==> config.mk <==
export PLATFORM = sky130hd
export DESIGN_NAME = vsm_bus_arbiter_flat
export DESIGN_NICKNAME = d
export VERILOG_FILES = /design/src/rtl/vsm_bus_arbiter_if.sv /design/src/rtl/vsm_bus_arbiter.sv /design/src/flat_wrapper.sv
export SDC_FILE = /design/constraint.sdc
export NUM_CORES = 1
export LEC_CHECK = 0
export ABC_AREA = 1
export BUFFER_PORTS_ARGS = -buffer_cell sky130_fd_sc_hd__buf_4
export CAP_MARGIN = 20
export CORE_MARGIN = 2
export CORE_UTILIZATION = 53
export CTS_BUF_LIST = sky130_fd_sc_hd__clkbuf_8 sky130_fd_sc_hd__clkbuf_16
export DETAILED_ROUTE_END_ITERATION = 7
export PLACE_DENSITY = 0.75
export SLEW_MARGIN = 20
export SYNTH_ARGS = -nofsm -noshare
export SYNTH_HDL_FRONTEND = slang
export SYNTH_SLANG_ARGS = --single-unit
==> constraint.sdc <==
create_clock -name Clock -period 2 [get_ports Clock]
set_input_delay 0.6 -clock Clock [delete_from_list [all_inputs] [get_ports Clock]]
set_output_delay 0.6 -clock Clock [all_outputs]
set_load 0.02 [all_outputs]
==> src/rtl/vsm_bus_arbiter_if.sv <==
// Bus-source request/enable bundle for the shared VSM data bus.
// master = arbiter side, slave = bus sources and sinks.
interface vsm_bus_arbiter_if #(
  parameter int NREQ = 3,
  parameter int IDW  = $clog2(NREQ)
);
  logic [NREQ-1:0] Req;
  logic [NREQ-1:0] Enable;
  logic [IDW-1:0]  GrantId;
  logic            BusValid;
  logic            Preempt;

  modport master (
    input  Req,
    output Enable,
    output GrantId,
    output BusValid,
    output Preempt
  );

  modport slave (
    output Req,
    input  Enable,
    input  GrantId,
    input  BusValid,
    input  Preempt
  );
endinterface

==> src/rtl/vsm_bus_arbiter.sv <==
// Round-robin tri-state bus arbiter for the VSM data bus.
// One owner at a time, burst-limited, one dead cycle per handover.
module vsm_bus_arbiter #(
  parameter int NREQ      = 3,
  parameter int MAX_BURST = 4,
  parameter int IDW       = $clog2(NREQ)
) (
  input logic               Clock,
  input logic               ResetN,
  vsm_bus_arbiter_if.master bus
);

  localparam logic [1:0] IDLE  = 2'd0;
  localparam logic [1:0] DRIVE = 2'd1;
  localparam logic [1:0] TURN  = 2'd2;

  logic [1:0]      state;
  logic [NREQ-1:0] enable;
  logic [IDW-1:0]  grant_id;
  logic [IDW-1:0]  ptr;
  logic [3:0]      burst_cnt;
  logic            bus_valid;
  logic            preempt;

  logic            any_req;
  logic            own_req;
  logic            win_found;
  logic [IDW-1:0]  win_id;
  logic [IDW:0]    cand;

  assign any_req = |bus.Req;
  assign own_req = |(bus.Req & enable);

  // Search Ptr+1 .. Ptr+NREQ, wrapping modulo NREQ.
  always_comb begin
    win_found = 1'b0;
    win_id    = '0;
    cand      = '0;
    for (int k = 1; k <= NREQ; k++) begin
      cand = {1'b0, ptr} + (IDW+1)'(k);
      if (cand >= (IDW+1)'(NREQ))
        cand = cand - (IDW+1)'(NREQ);
      if (!win_found && bus.Req[cand[IDW-1:0]]) begin
        win_found = 1'b1;
        win_id    = cand[IDW-1:0];
      end
    end
  end

  always_ff @(posedge Clock or negedge ResetN) begin
    if (!ResetN) begin
      state     <= IDLE;
      enable    <= '0;
      grant_id  <= '0;
      ptr       <= IDW'(NREQ - 1);
      burst_cnt <= '0;
      bus_valid <= 1'b0;
      preempt   <= 1'b0;
    end else begin
      unique case (state)
        IDLE, TURN: begin
          preempt <= 1'b0;
          if (any_req && win_found) begin
            state     <= DRIVE;
            enable    <= NREQ'(1) << win_id;
            grant_id  <= win_id;
            ptr       <= win_id;
            burst_cnt <= 4'd1;
            bus_valid <= 1'b1;
          end else begin
            state     <= IDLE;
            enable    <= '0;
            bus_valid <= 1'b0;
          end
        end
        DRIVE: begin
          if (own_req && (burst_cnt < 4'(MAX_BURST))) begin
            burst_cnt <= burst_cnt + 4'd1;
          end else begin
            // Release or burst limit: float the bus for one cycle.
            state     <= TURN;
            enable    <= '0;
            bus_valid <= 1'b0;
            preempt   <= own_req;
          end
        end
        default: begin
          state     <= IDLE;
          enable    <= '0;
          bus_valid <= 1'b0;
          preempt   <= 1'b0;
        end
      endcase
    end
  end

  assign bus.Enable   = enable;
  assign bus.GrantId  = grant_id;
  assign bus.BusValid = bus_valid;
  assign bus.Preempt  = preempt;

endmodule

==> src/flat_wrapper.sv <==
// flat-port wrapper written by rule: the top's interface ports become plain ports
module vsm_bus_arbiter_flat 
#(
  parameter int NREQ      = 3,
  parameter int MAX_BURST = 4,
  parameter int IDW       = $clog2(NREQ)
)
  (Clock, ResetN, bus_Req, bus_Enable, bus_GrantId, bus_BusValid, bus_Preempt);
  vsm_bus_arbiter_if #(.NREQ(NREQ), .IDW(IDW)) bus_i ();
  input logic Clock;
  input logic ResetN;
  input wire logic [$bits(bus_i.Req)-1:0] bus_Req;
  output wire logic [$bits(bus_i.Enable)-1:0] bus_Enable;
  output wire logic [$bits(bus_i.GrantId)-1:0] bus_GrantId;
  output wire logic [$bits(bus_i.BusValid)-1:0] bus_BusValid;
  output wire logic [$bits(bus_i.Preempt)-1:0] bus_Preempt;
  assign bus_i.Req = bus_Req;
  assign bus_Enable = bus_i.Enable;
  assign bus_GrantId = bus_i.GrantId;
  assign bus_BusValid = bus_i.BusValid;
  assign bus_Preempt = bus_i.Preempt;
  vsm_bus_arbiter #(.NREQ(NREQ), .MAX_BURST(MAX_BURST), .IDW(IDW)) u_core (.Clock(Clock), .ResetN(ResetN), .bus(bus_i));
endmodule
==> metrics, run 1 <==
slowest stage cell, crit path dfstp_2; max cap viols 0; Post-synth top flop dfrtp_1; asr flop ratio synth 1.00; cells along the critical path inv_1 > ha_4 > inv_4 > nand2_2 > nand3_2 > nand2_2 > nand2_2 > o21ai_4 > nand2_4 > nor2_2 > nor2_1; worst reg2reg path startpoint u_core.ptr[1]; Die ar. 1780 um2; Reg clk slew, reported paths 0.05 ns; setup TNS 0 ns; maximum VDD drop 1.11 mV; met2 WL 667 um; clock root buffer master clkbuf_8; Initial Util 0.581; Critical Path End Type register; Synth Area in Simple Gates 0.326; Detailed Route WL 1.51 mm; Routed WL per cell 11.6 um; Least-Margin Pin Slew 0.321 ns; metal1 wirelength 757 um; Ports 12; Yosys cell types 22; initial antenna violation count 0; diode count 0; max layer used met4; Layout area overhead 21.8%; Final nets 125; Clock Skews 0.00220 ns; post-synthesis xor/xnor area fraction 0; Synth area leaders dfrtp_1, nand2_1, ha_1, inv_1, nand3_1; worst hold path type in2async; top cell type's share of synthesized area 0.388; Ys Warns 0; clk_lat worst skew 0.24 ns; fraction of the mapped netlist area in compound gates 0.105; GP Congestion 0.817; setup violators final 0; grt ovf 0; startpoint types register; Leakage Power 0.502 nW; outcome completed; FMAX 541 MHz; Overall Global Routing Usage 0.207; Max stage delay on crit path 0.52 ns; Arr. time, crit path 1.98 ns; main combinational cell family by area after synthesis simple AND/OR/NAND/NOR gates; Via density 5.08; drt drc 0; Required @ worst endpoint 2.13 ns; Max Fanout on Critical Path 8; Max Slew Vio Count 0; CP Launch Point u_core.ptr[1]; die height 42.2 um; std cell rows 13; slew margin rel. 0.785; Antenna Violating Nets Remaining 0; Post-Layout Cell Count 130; Final Hold Fails 0; post-placement cell count 125; most frequent cell after synthesis nand2_1; synthesized net count 108; H-tree levels 1; dpl hpwl 1.22 mm; first-pass GRT wire length 2.75 mm; metal3 WL 58 um; Sink Count 13; mux share of post-synthesis cell area 0; Num CTS Buffers 3; Final Total Pwr 1.75 mW; Final Cycle Share 0.925; first drt pass iteration count 4; unrepaired setup endpoints after global routing no; IO buf count 11; most used cell, CP nand2_2; initial drt markers 10; CTS tree done; CP bufs+invs 2; layout cell share with drive strength beyond 1 0.287; Power per Cell Area 1860 nW/um2; Post-CTS Hold Buffers 0; Top delay family on crit path flip-flops; average size of a mapped cell 7.82 um2; Post-synth EDFFs 0; Yosys reg bits 13; Die W 42.2 um; fin crit period 1.85 ns; Synth Instances 99; clock tree buffer depth 2; largest net degree at the start of global routing 14; Core ar. 1330 um2; most frequent cells after synthesis nand2_1, dfrtp_1, inv_1; Setup CP Type reg2reg; Seq/Total Area, Yosys 0.422; DR vias 660; Post-Syn Area 774 um2; vias in the first global route 618; area share of fa/ha/maj cells after synthesis 0.0646; dominant cell type by area after synthesis dfrtp_1
## sequential cells by signal (all words and copies together) (netlist names)
register,count
u_core.burst_cnt,4
u_core.bus.Enable,3
u_core.bus.GrantId,1
u_core.bus.Preempt,1
u_core.ptr,2
u_core.state,2
## per-stage QoR
| step | worst slack (ns) | hold WS [ns] | util | area (um2) |
|---|---|---|---|---|
| floorplan | 0.183 | 0.304 | - | 774 |
| global placement | 0.101 | 0.423 | 0.657 | 876 |
| detailed placement | 0.0283 | 0.449 | 0.657 | 876 |
| CTS | 0.00976 | 0.195 | 0.696 | 928 |
| global route | 0.0245 | 0.203 | 0.707 | 943 |
| finish | 0.150 | 0.189 | 0.707 | 943 |
## worst reg2reg max path: cells and delay by family (launching register included)
family          cells  cell delay, ns
buf+inv             2            0.14
fa+ha+maj           1            0.32
compound gates      1            0.23
flops               1            0.52
simple gates        7            0.52
## path summary, 6_finish.rpt
check	endpoint	slack, ns	depth (start not counted)
min reg2reg	u_core.state[1]	0.45	1
min in group Clock	u_core.state[1]	0.45	1
max reg2reg	u_core.burst_cnt[0]	0.15	11
min	u_core.ptr[0]	0.19	1
max in group asynchronous	u_core.ptr[1]	1.59	1
max	u_core.burst_cnt[0]	0.15	11
## layout make-up
| class | instances | area [um2] |
|---|---|---|
| Timing Repair Buffer | 13 | 97.6 |
| Tap cell | 15 | 18.8 |
| Clock inverter | 1 | 3.75 |
| Inverter | 15 | 58.8 |
| Multi-Input combinational cell | 70 | 397 |
| Clock buffer | 3 | 41.3 |
| Sequential cell | 13 | 327 |
| Fill cell | 112 | 390 |
## layout by cell type (no fill, tap or decap)
master / count
inv_1: 11
inv_2: 3
ha_4: 1
clkbuf_8: 3
dfstp_2: 1
o311ai_0: 1
o21ai_2: 2
nand3_2: 1
nand3_1: 6
nand2_4: 1
ha_1: 3
clkinv_1: 1
a31oi_1: 1
nand2_2: 4
inv_4: 1
nand4_1: 3
o21ai_1: 5
dfrtp_1: 12
nand2_1: 28
buf_4: 13
o21ai_4: 1
o211ai_1: 1
nor2_1: 8
nor2_2: 2
nor3_1: 2
## power by group
part / internal [mW] / total [mW] / switching (mW)
clock network: 0.135 / 0.225 / 0.0900
registers: 0.369 / 0.436 / 0.0670
logic: 0.402 / 1.09 / 0.688
total: 0.907 / 1.75 / 0.845
## metal layers
layer | up-vias | track usage
met4 | 0 | 0.0938
met5 | - | 0
met1 | 297 | 0.299
li1 | 347 | -
met2 | 11 | 0.286
met3 | 5 | 0.0560
## cells by family (layout without fill, tap and decap cells)
kind of cell / count (synthesis) / count (layout)
and+or+nand+nor: 55 / 55
AOI/OAI and AO/OA: 11 / 11
DFF: 13 / 13
buffers and inverters: 16 / 32
adders and majority gates: 4 / 4
## timing repair
| action | 4_1_cts | 5_1_grt |
|---|---|---|
| endpoints found under the hold margin | 0 | 0 |
| setup buffers | 1 | 0 |
| gates resized for setup | 0 | 3 |
| cloned | 0 | 0 |
| setup endpoints to repair | 1 | 11 |
| pin swaps | 0 | 1 |
(Power assumes the default switching activity.)
==> inputs of run 2 (changes only) <==
ABC_AREA = default   (was 1)
==> metrics, run 2 <==
outcome complete, but fails checks (was completed); failing checks setup timing; Die W 42.1 um (was 42.2 um); Num CTS Buffers 3 (unchanged); Post-synth top flop dfrtp_1 (unchanged); Max stage delay on crit path 0.53 ns (was 0.52 ns); most frequent cell after synthesis dfrtp_1 (was nand2_1); Yosys cell types 34 (was 22); initial drt markers 20 (was 10); diode count 0 (unchanged); layout cell share with drive strength beyond 1 0.404 (was 0.287); Initial Util 0.578 (was 0.581); Max Slew Vio Count 0 (unchanged); Die ar. 1780 um2 (about the same); Reg power frac 0.236 (was 0.249); Ys Warns 0 (unchanged); multi-input logic area 423 um2 (was 397 um2); Fillers 105 (was 112); Arr. time, crit path 2.24 ns (was 1.98 ns); Top delay family on crit path compound AO/OA/AOI/OAI gates (was flip-flops); Synth Instances 75 (was 99); startpoint types register (unchanged); metal3 WL 93 um (was 58 um); max layer used met4 (unchanged); maximum VDD drop 1.01 mV (was 1.11 mV); cells along the critical path inv_2 > ha_4 > mux2_4 > a222oi_1 > buf_4 > nor2_2 > a221o_1 (was inv_1 > ha_4 > inv_4 > nand2_2 > nand3_2 > nand2_2 > nand2_2 > o21ai_4 > nand2_4 > nor2_2 > nor2_1); Final Cycle Share 1.06 (was 0.925); Yosys reg bits 13 (unchanged); asr flop ratio synth 1.00 (unchanged); most frequent cells after synthesis dfrtp_1, nor2_1, inv_1 (was nand2_1, dfrtp_1, inv_1); fin crit period 2.12 ns (was 1.85 ns); met2 WL 880 um (was 667 um); area share of fa/ha/maj cells after synthesis 0.0649 (was 0.0646); Routed WL per cell 15.4 um (was 11.6 um); clock root buffer master clkbuf_8 (unchanged); CP bufs+invs 2 (unchanged); FMAX 472 MHz (was 541 MHz); worst hold path type in2async (unchanged); mux share of post-synthesis cell area 0.102 (was 0); Antenna Violating Nets Remaining 0 (unchanged); CTS tree done (unchanged); initial antenna violation count 0 (unchanged); dominant cell type by area after synthesis dfrtp_1 (unchanged); H-tree levels 1 (unchanged); synthesized net count 84 (was 108); NetSw 720 uW (was 845 uW); DR vias 668 (was 660); first-pass GRT wire length 2.86 mm (was 2.75 mm); fraction of the mapped netlist area in compound gates 0.153 (was 0.105); R2R setup slack -0.12 ns (was 0.15 ns); switching share of power 0.402 (was 0.482); Int Pwr 1.07 mW (was 907 uW); dpl hpwl 1.16 mm (was 1.22 mm); main combinational cell family by area after synthesis simple AND/OR/NAND/NOR gates (unchanged); CP Depth 7 (was 11); setup TNS -0.500 ns (was 0 ns); Setup CP Type reg2reg (unchanged); Sequential Area 327 um2 (unchanged); max reg flops 4 (unchanged); Worst R2R Path Depth 7 (was 11); Layout area overhead 30.8% (was 21.8%); Final Hold Fails 0 (unchanged); PnR worst setup slack -0.119 ns (was 0.150 ns); Clock Skews 0.00103 ns (was 0.00220 ns); Post-synth EDFFs 0 (unchanged); Seq/Total Area, Yosys 0.424 (was 0.422); die height 42.1 um (was 42.2 um); Ports 12 (unchanged); average size of a mapped cell 10.3 um2 (was 7.82 um2); Overall Global Routing Usage 0.214 (was 0.207); Final nets 109 (was 125); largest net degree at the start of global routing 14 (unchanged); Post-Syn Area 771 um2 (was 774 um2); clk_lat worst skew 0.24 ns (about the same); Detailed Route WL 1.76 mm (was 1.51 mm); std cell rows 13 (unchanged); max cap viols 0 (unchanged); metal1 wirelength 741 um (was 757 um); RR Endpoint u_core.bus.Enable[1] (was u_core.burst_cnt[0]); Gate power share 0.640 (was 0.622); Leakage Power 0.483 nW (was 0.502 nW); Required @ worst endpoint 2.12 ns (was 2.13 ns); Least-Margin Pin Slew 0.623 ns (was 0.321 ns); slew margin rel. 0.581 (was 0.785); most common cell after layout, fill and taps aside buf_4 (was nand2_1); Sink Count 13 (unchanged); Critical Path End Type register (unchanged); setup violators final 9 (was 0); Biggest register u_core.burst_cnt (unchanged); slowest stage cell, crit path dfstp_2 (unchanged); most frequent cells in the layout buf_4, dfrtp_1, nor2_1 (was nand2_1, buf_4, dfrtp_1); vias in the first global route 635 (was 618); Max Fanout on Critical Path 6 (was 8); Synth area leaders dfrtp_1, ha_1, mux2_2, mux2i_1, nor2_1 (was dfrtp_1, nand2_1, ha_1, inv_1, nand3_1); IO buf count 11 (unchanged); Core ar. 1330 um2 (unchanged); Via density 5.86 (was 5.08); Util after Layout 0.756 (was 0.707); Reg clk slew, reported paths 0.05 ns (about the same); Synth Area in Simple Gates 0.185 (was 0.326); worst reg2reg path startpoint u_core.ptr[1] (unchanged); Post-CTS Hold Buffers 0 (unchanged); GP Congestion 0.810 (was 0.817); clock tree buffer depth 2 (unchanged); first drt pass iteration count 4 (unchanged); unrepaired setup endpoints after global routing yes (was no); grt ovf 0 (unchanged); Power per Cell Area 1780 nW/um2 (was 1860 nW/um2); drt drc 0 (unchanged); post-synthesis xor/xnor area fraction 0.0114 (was 0); top cell type's share of synthesized area 0.390 (was 0.388); Clock Power Share 0.124 (was 0.129)
-- run 2: cell types whose count changed in the layout (fill, tap and decap cells not counted), sizes merged, moves of 2 or more --
cell and delta:
nand4b +2, mux2i +3, nand2 -28, o21ai -7
and2 +2, nand3 -7, or2 +2, a21oi +4
nand4 -3, a222oi +2, nor2 -2, buf +10
mux2 +4, inv -8
-- run 2: routing by layer --
layer / vias up / track usage
met5: - / 0
met4: 0 / 0.0625
met3: 4 / 0.0819
met2: 21 / 0.338
met1: 323 / 0.273
li1: 320 / -
-- run 2: kinds of logic after synthesis --
kind of cell               after synthesis
adders and majority gates                4
xor gates and xnor gates                 1
buffers and inverters                    9
AOI/OAI and AO/OA                       15
DFF                                     13
and+or+nand+nor                         26
muxes                                    7
-- run 2: through the flow --
step           std cells  hold slack [ns]  area (um2)  total power, mW  setup WS, ns
2_1_floorplan         75            0.304         787             1.11        -0.399
3_3_place_gp         109            0.450         947             1.47       -0.0716
3_5_place_dp         109            0.450         947             1.50        -0.108
4_1_cts              114            0.196        1000             1.76        -0.121
5_1_grt              114            0.198        1010             1.91        -0.226
6_report             114            0.193        1010             1.79        -0.119
-- run 2: cell type report --
type                    instances  area share
clock buffers                   3      0.0409
inverters                       6      0.0223
repair buffers                 23       0.171
well taps                      15      0.0186
flip-flops and latches         13       0.324
multi-input cells              53       0.419
clock inverters                 1     0.00372
-- run 2: power by group through the flow --
stage               logic, mW  clock network, mW  registers, mW
detailed placement       1.07                  0          0.426
CTS                      1.11              0.227          0.423
global placement         1.05                  0          0.424
global route             1.23              0.244          0.434
floorplan               0.627                  0          0.484
finish                   1.15              0.223          0.422
-- run 2: repair_timing --
item,4_1_cts,5_1_grt
buffers inserted,1,0
resized for setup,0,2
setup endpoints to repair,9,11
-- run 2: how the worst max path moves through the flow --
stage	start	end	slack (ns)
floorplan	u_core.ptr[1]	u_core.bus.Enable[1]	-0.40
global route	u_core.ptr[1]	u_core.state[0]	-0.23
finish	u_core.ptr[1]	u_core.bus.Enable[1]	-0.12
detailed placement	u_core.ptr[1]	u_core.bus.Enable[1]	-0.11
global placement	u_core.ptr[1]	u_core.bus.Enable[1]	-0.07
CTS	u_core.ptr[1]	u_core.bus.Enable[1]	-0.12
-- run 2: worst register-to-register path, cell delays in order, from the launching register on --
cell and delay, ns:
dfstp_2 0.53, inv_2 0.05, ha_4 0.29, mux2_4 0.29, a222oi_1 0.29, buf_4 0.21, nor2_2 0.06, a221o_1 0.28
==> inputs of run 3 (changes only) <==
CORE_MARGIN = 10   (was 2)
==> metrics, run 3 (synthesized netlist as in run 2, its figures left out) <==
Max Fanout on Critical Path 5 (was 6); Critical Path End Type register (unchanged); clock tree buffer depth 2 (unchanged); post-placement cell count 110 (was 109); Power per Cell Area 1800 nW/um2 (was 1780 nW/um2); Num CTS Buffers 3 (unchanged); grt ovf 0 (unchanged); R2R setup slack -0.09 ns (was -0.12 ns); DR vias 649 (was 668); Max Slew Vio Count 0 (unchanged); Clock Skews 0.00480 ns (was 0.00103 ns); diode count 0 (unchanged); Overall Global Routing Usage 0.114 (was 0.214); Worst R2R Path Depth 7 (unchanged); worst hold path type in2async (unchanged); PnR worst setup slack -0.0919 ns (was -0.119 ns); Final Cycle Share 1.05 (was 1.06); max reg flops 4 (unchanged); FMAX 478 MHz (was 472 MHz); Die ar. 3380 um2 (was 1780 um2); largest net degree at the start of global routing 14 (unchanged); most common cell after layout, fill and taps aside buf_4 (unchanged); drt drc 0 (unchanged); max cap viols 0 (unchanged); startpoint types register (unchanged); IO buf count 11 (unchanged); unrepaired setup endpoints after global routing yes (unchanged); Setup CP Type reg2reg (unchanged); Routed WL per cell 15.3 um (was 15.4 um); Via density 5.59 (was 5.86); Fillers 100 (was 105); Initial Util 0.578 (unchanged); worst reg2reg path startpoint u_core.ptr[1] (unchanged); die height 58.1 um (was 42.1 um); Arr. time, crit path 2.22 ns (was 2.24 ns); maximum VDD drop 1.19 mV (was 1.01 mV); Util after Layout 0.775 (was 0.756); first-pass GRT wire length 3.02 mm (was 2.86 mm); setup violators final 11 (was 9); fin crit period 2.09 ns (was 2.12 ns); RR Endpoint u_core.bus.Enable[1] (unchanged); slew margin rel. 0.584 (was 0.581); Final Hold Fails 0 (unchanged); clk_lat worst skew 0.25 ns (was 0.24 ns); Layout area overhead 34.1% (was 30.8%); Post-Layout Cell Count 116 (was 114); Final Cell Area 1030 um2 (was 1010 um2); Required @ worst endpoint 2.13 ns (was 2.12 ns); CTS tree done (unchanged); Antenna Violating Nets Remaining 0 (unchanged); outcome complete, but fails checks (unchanged); Post-CTS Hold Buffers 0 (unchanged); vias in the first global route 669 (was 635); clock root buffer master clkbuf_8 (unchanged); initial antenna violation count 0 (unchanged); Least-Margin Pin Slew 0.619 ns (was 0.623 ns); Biggest register u_core.burst_cnt (unchanged); placed cell areas 955 um2 (was 947 um2); std cell rows 13 (unchanged); layout cell share with drive strength beyond 1 0.426 (was 0.404); Ports 12 (unchanged); Final nets 111 (was 109); most frequent cells in the layout buf_4, dfrtp_1, nor2_1 (unchanged); Detailed Route WL 1.78 mm (was 1.76 mm); first drt pass iteration count 6 (was 4); dpl hpwl 1.32 mm (was 1.16 mm); Core ar. 1330 um2 (unchanged); GP Congestion 0.815 (was 0.810); Sink Count 13 (unchanged); Die W 58.1 um (was 42.1 um); Leakage Power 0.494 nW (was 0.483 nW); initial drt markers 11 (was 20); H-tree levels 1 (unchanged); Final Total Pwr 1.86 mW (was 1.79 mW); failing checks setup timing (unchanged); Reg clk slew, reported paths 0.05 ns (about the same)
## run 3: worst max-delay path by stage
stage	start	to	slack, ns	cells after the start
finish	u_core.ptr[1]	u_core.bus.Enable[1]	-0.09	7
global route	u_core.ptr[1]	u_core.bus.Enable[0]	-0.16	9
global placement	u_core.ptr[1]	u_core.bus.Enable[1]	-0.07	7
floorplan	u_core.ptr[1]	u_core.bus.Enable[1]	-0.40	7
CTS	u_core.ptr[1]	u_core.bus.Enable[1]	-0.1	7
detailed placement	u_core.ptr[1]	u_core.bus.Enable[1]	-0.17	7
## run 3: layer usage
layer  track usage  vias to the layer above  share of wire
met4        0.0570                        0          0.014
li1              -                      322              -
met5             0                        -              0
met3        0.0566                        4          0.080
met1         0.118                      306           0.42
met2         0.186                       17           0.49
## run 3: power breakdown
part,switching [mW],internal [mW],leakage (nW)
sequential,0.0622,0.364,0.166
combinational,0.586,0.613,0.301
clock,0.0944,0.136,0.0269
## run 3: per-stage QoR
step | setup TNS, ns | hold slack (ns) | setup WS, ns
6_report | -0.487 | 0.179 | -0.0919
5_1_grt | -1.33 | 0.184 | -0.161
4_1_cts | -0.609 | 0.183 | -0.0995
3_5_place_dp | -0.338 | 0.450 | -0.166
3_3_place_gp | -0.165 | 0.450 | -0.0664
2_1_floorplan | -3.03 | 0.304 | -0.399
## run 3: repair_timing
action,4_1_cts,5_1_grt
setup endpoints to repair,5,11
pin swaps,0,0
buffers inserted,2,0
resized for setup,3,1
## run 3: cell type report
class,instances,area (um2),share of cell area
clock buffers,3,41.3,0.0400
clock inverters,1,3.75,0.00363
inverters,6,22.5,0.0218
multi-input cells,53,433,0.419
flip-flops and latches,13,327,0.316
well taps,15,18.8,0.0182
repair buffers,25,188,0.182
## run 3: worst max-delay path, cell delays in order, from the launching register on
cell	delay, ns
dfstp_2	0.53
inv_2	0.05
ha_4	0.29
mux2_4	0.30
a222oi_1	0.27
buf_4	0.20
nor2_2	0.05
a221o_1	0.30
